**src/rtl/uart_tx_scheduler.sv**
```systemverilog
// uart_tx_scheduler: round-robin arbiter handing one byte at a time from NUM_REQ requesters to a UART transmitter.
module uart_tx_scheduler #(
  parameter int NUM_REQ    = 4,
  parameter int GAP_CYCLES = 16,
  parameter int TIMEOUT    = 2000
) (
  input  logic                 Clk,
  input  logic                 Rst_n,
  input  logic [NUM_REQ-1:0]   Req,
  input  logic [8*NUM_REQ-1:0] Req_data,
  output logic [NUM_REQ-1:0]   Ack,
  output logic [NUM_REQ-1:0]   Done,
  output logic [7:0]           Tx_data,
  output logic                 Tx_data_vld,
  input  logic                 Tx_send_done,
  output logic                 Busy,
  output logic                 Err_timeout,
  input  logic                 Err_clr
);
  localparam int W = $clog2(NUM_REQ);
  typedef enum logic [1:0] {IDLE, ISSUE, WAIT_DONE, GAP} state_t;
  state_t state, state_nxt;
  logic [W-1:0] rr_ptr, win, pick, off;
  logic [W:0] sum, ptr_inc;
  logic [2*NUM_REQ-1:0] dbl;
  logic [NUM_REQ-1:0] rot, win_oh;
  logic [23:0] cnt;
  logic grant, sent, expired, gap_end;
  // Rotate requests so bit 0 is the requester at rr_ptr; the lowest set bit is the winner.
  assign dbl = {Req, Req};
  assign rot = dbl[rr_ptr +: NUM_REQ];
  always_comb begin
    off = '0;
    for (int k = NUM_REQ - 1; k >= 0; k--)
      if (rot[k]) off = W'(k);
  end
  assign sum     = {1'b0, rr_ptr} + {1'b0, off};
  assign pick    = sum >= (W+1)'(NUM_REQ) ? W'(sum - (W+1)'(NUM_REQ)) : sum[W-1:0];
  assign ptr_inc = {1'b0, win} + (W+1)'(1);
  assign win_oh  = NUM_REQ'(1) << win;
  assign grant   = state == IDLE && |Req;
  assign sent    = state == WAIT_DONE && Tx_send_done;
  assign expired = state == WAIT_DONE && !Tx_send_done && cnt == 24'(TIMEOUT - 1);
  assign gap_end = state == GAP && cnt == 24'(GAP_CYCLES - 1);
  assign Tx_data_vld = state == ISSUE;
  assign Ack         = Tx_data_vld ? win_oh : '0;
  assign Busy        = state != IDLE;
  always_comb begin
    state_nxt = IDLE;
    case (state)
      IDLE:      state_nxt = grant ? ISSUE : IDLE;
      ISSUE:     state_nxt = WAIT_DONE;
      WAIT_DONE: state_nxt = (sent || expired) ? (GAP_CYCLES == 0 ? IDLE : GAP) : WAIT_DONE;
      GAP:       state_nxt = gap_end ? IDLE : GAP;
      default:   state_nxt = IDLE;
    endcase
  end
  always_ff @(posedge Clk or negedge Rst_n)
    if (!Rst_n) state <= IDLE;
    else state <= state_nxt;
  always_ff @(posedge Clk or negedge Rst_n)
    if (!Rst_n) begin
      rr_ptr      <= '0;
      win         <= '0;
      Tx_data     <= '0;
      cnt         <= '0;
      Done        <= '0;
      Err_timeout <= 1'b0;
    end else begin
      cnt         <= (state_nxt == state && (state == WAIT_DONE || state == GAP)) ? cnt + 24'd1 : '0;
      Done        <= sent ? win_oh : '0;
      Err_timeout <= expired | (Err_timeout & ~Err_clr);
      if (grant) begin
        win     <= pick;
        Tx_data <= Req_data[{pick, 3'b000} +: 8];
      end
      if (state == ISSUE) rr_ptr <= ptr_inc == (W+1)'(NUM_REQ) ? '0 : ptr_inc[W-1:0];
    end
endmodule
```
**config.mk**
```make
export PLATFORM = sky130hd
export DESIGN_NAME = uart_tx_scheduler
export DESIGN_NICKNAME = d
export VERILOG_FILES = /design/src/rtl/uart_tx_scheduler.sv
export SDC_FILE = /design/constraint.sdc
export NUM_CORES = 1
export LEC_CHECK = 0
export CAP_MARGIN = 40
export CORE_MARGIN = 8
export CORE_UTILIZATION = 47
export DETAILED_ROUTE_END_ITERATION = 10
export MAX_ROUTING_LAYER = met4
export PLACE_DENSITY = 0.77
export SETUP_SLACK_MARGIN = 0.05
export SYNTH_ARGS = -nofsm -noshare
export SYNTH_HDL_FRONTEND = slang
export SYNTH_SLANG_ARGS = --single-unit
```
**constraint.sdc**
```tcl
create_clock -name Clk -period 2.65 [get_ports Clk]
set_input_delay 0.53 -clock Clk [delete_from_list [all_inputs] [get_ports Clk]]
set_output_delay 0.53 -clock Clk [all_outputs]
set_load 0.01 [all_outputs]
```
==> results.md <==
* Outcome: finished, final reports clean
* Die Wd at approximately 94 µm
* Max stage delay on crit path at 540 ps
* Synth Area in Simple Gates at 0.248
* Pwr/cell area at 913 nW/µm²
* Post-synth net total at 359
* Clock Sink Count at 43
* DP HPWL at 5320 µm
* Top cells by count, synth: dfrtp_1 (43), nand2_1 (37), nor2_1 (36)
* Area contributors post-synth: dfrtp_1 (38%), mux2i_1 (6.0%), o2111ai_1 (4.9%), nand2_1 (4.9%), nor2_1 (4.7%)
* Pre-antenna DRT Iters at 4
* Largest family of logic cells by synthesized area: simple AND/OR/NAND/NOR gates
* CTS max path bufs at 2
* Leak Pwr at 1.67 nW
* Multi-input logic area at 1740 µm²
* Port bufs at 58
* Setup violators final at 0
* Setup CP Type: reg -> reg
* Critical Path, Cell by Cell: nand2_2 > a21oi_2 > nor2_1 > a211oi_1 > a21oi_1 > ha_2 > xor2_4 > or4b_4 > o211ai_1 > buf_4 > nand2_1 > o2111ai_1 > o211a_1
* Sequential Area at around 1100 µm²
* Data arrival time of the worst path at 2850 ps
* Global-route wire length before repair at 12,000 µm
* Total GRT Usage at 0.169
* Nets at 434
* Worst-Skew Late Latency at 290 ps
* Initial Util at 0.486
* CP max-delay cell: or4b_4
* Slew @ Worst Pin at 600 ps
* Met1 WL at 3260 µm
* Comb pwr share at 0.615
* RSZ-0062 raised after global routing: true
* R2R depth at 13
* Fmax at 383 MHz
* Layout cells sized above 1 at 0.162
* Largest net degree at the start of global routing at 26
* Crit path time final at 2610 ps
* Final GP Congestion at 0.821
* Top FF cell, synth: dfrtp_1
* Final Cell Area at 3820 µm²
* # fillers at a little over 500
* Setup TNS at 0 ps
* Initial DRC count at 120
* Placed insts at ~450
* Total design power at ~3.5 mW
* Worst setup EP type: register
* CP delay by family, top: compound AO/OA/AOI/OAI gates
* Worst Slack Setup Final at 38.9 ps
* Clk root buf: clkbuf_8
* Core area at 5890 µm²
* Met2 WL post-DR at 3550 µm
* Vias at 2,625
* Vias in the first global route at around 2,500
* Syn. warnings at 0
* Post-synthesis mux area share at 0.0674
* H-tree Lvls at 2
* Post-route non-filler standard cell count at 464
* Largest area contributor in the netlist: dfrtp_1
* Asr flop ratio synth at 1.00
* Reg2reg start: rr_ptr[1]$_DFFE_PN0P_
* Reg power frac at 0.268
* Synth Area in Adders at 0.0263
* Layout area overhead at 33.8%
* Slew HR at 0.597
* Register area share after synthesis at 0.377
* Clock-pin slew on the worst setup and hold paths at around 80 ps
* WP data required at 2890 ps
* Hold Path Class: in -> async
* Hold Buf Count CTS at 0
* Placed cell areas at 3670 µm²
* Xor/xnor share of the synthesized area at 0.0928
* DRC viols at 0
* Critical path fanouts, max at 5
* CTS Buf Count at 5
* Most used standard cell by instance count after synthesis: dfrtp_1
* Final Hold Fails at 0
* Max-cap check violation count at 0
* ANT nets after route at 0
* Switching Share at 0.390
* Pre-CTS WS at -565 ps
* Skew final at approximately 13 ps
* Period utilization at 0.985
* Die area at 8830 µm²
* Clock share of power at 0.117
* Syn Area/Cell at 9.13 µm²
* Int Pwr at 2.13 mW
* CP bufs+invs at 1
* WL met3 at 457 µm
* Synthesized area at 2860 µm²
* Final wirelength at 7310 µm
* Drt wl/cell at 15.7 µm
* Cell count along the critical path at 13
* Clock tree from TritonCTS: yes
* CP startpoint: rr_ptr[1]$_DFFE_PN0P_
* IO Pins at 59
* #FFs+latches synth at 43
* ANT cells at 0
* Max Used Layer: met4
* Max Slew Vio Count at 0
* Gr ovfl total at 0
* Initial antenna violation count at 0
* Die H at approximately 94 µm
* Vias per inst at 5.66
* Post-synth top area share at 0.377
* Startpoint types: register
* P_sw at 1.36 mW
* Synth cell types at 42
* Synth Area in Compound Gates at 0.149
* VDD IR max at between 0.4 and 0.5 mV
* Reg2reg setup slack at 40 ps
* Syn Inst Count at around 310
* EDFF count, synth at 0
* Row cnt at 28
[cells in the final DEF, fill, tap and decap left out, types with 2 or more instances in the layout]
cell type        synthesis  routed
clkdlybuf4s50_1          0      53
dfrtp_1                 43      42
nor2_1                  36      35
nand2_1                 37      32
a21oi_1                 22      20
buf_4                    1      20
mux2i_1                 17      17
xor2_1                  14      14
and3_1                  12      11
o2111ai_1               16      11
xnor2_1                 10      10
nand3_1                  9       9
o21ai_0                 11       9
o211a_1                  8       8
inv_1                    8       7
nor4_1                   6       6
nand2_2                  0       5
nor3_1                   5       5
nand4_1                  5       5
o2111ai_2                0       5
ha_1                     6       5
clkbuf_8                 0       5
nand3b_1                 4       4
and2_1                   4       4
o21ai_1                  1       3
buf_2                    4       3
buf_12                   0       3
buf_6                    2       3
a21oi_2                  0       2
o22ai_1                  2       2
nor2b_1                  3       2
and4_1                   2       2
nand2b_1                 2       2
mux2_2                   2       2
clkbuf_1                 8       2
[state kept, by name (all words and copies together) (netlist names)]
signal and cells:
Err_timeout 1, Done 4, rr_ptr 2, Tx_data 8, win 2, cnt 24, state 2
[timing repair]
item / in CTS / in global routing
pin swaps: 7 / 10
cloned: 1 / 0
resized for setup: 15 / 21
setup endpoints to repair: 8 / 8
buffers inserted: 0 / 1
[metrics by stage]
stage | util | hold slack [ps]
after floorplan | - | 234
after global placement | 0.620 | 442
after detailed placement | 0.624 | 448
after CTS | 0.641 | 195
after global routing | 0.649 | 228
final | 0.649 | 194
[cell type report]
cell class,instances,share of cell area
clock buffers,7,0.0200
clock inverters,1,0.00131
inverters,8,0.00786
multi-input cells,246,0.454
flip-flops and latches,43,0.282
well taps,75,0.0245
repair buffers,84,0.210
[layer usage]
metal | track usage | vias to the layer above
li1 | - | 1273
met5 | - | -
met3 | 0.0392 | 4
met4 | 0.0383 | 0
met1 | 0.211 | 1268
met2 | 0.271 | 80
[logic make-up after synthesis]
family | count (synthesis)
compound gates | 63
xor+xnor | 26
fa+ha+maj | 6
buf+inv | 24
flops | 43
mux | 19
simple gates | 132
[path summary, 6_finish.rpt]
check,end
max reg2reg,Tx_data[7]$_DFFE_PN0P_
max in group asynchronous,rr_ptr[1]$_DFFE_PN0P_
min reg2reg,cnt[0]$_DFF_PN0_
min,Done[1]$_DFF_PN0_
max,Tx_data[7]$_DFFE_PN0P_
min in group Clk,cnt[0]$_DFF_PN0_
[power by group through the flow]
stage,registers (mW),clock network [mW],logic [mW]
after floorplan,0.949,0,1.22
after global placement,0.942,0,1.98
after detailed placement,0.946,0,2.01
after CTS,0.931,0.422,2.06
after global routing,0.956,0.447,2.30
final,0.937,0.407,2.15
Note: power is estimated with default switching activity, not from simulation.
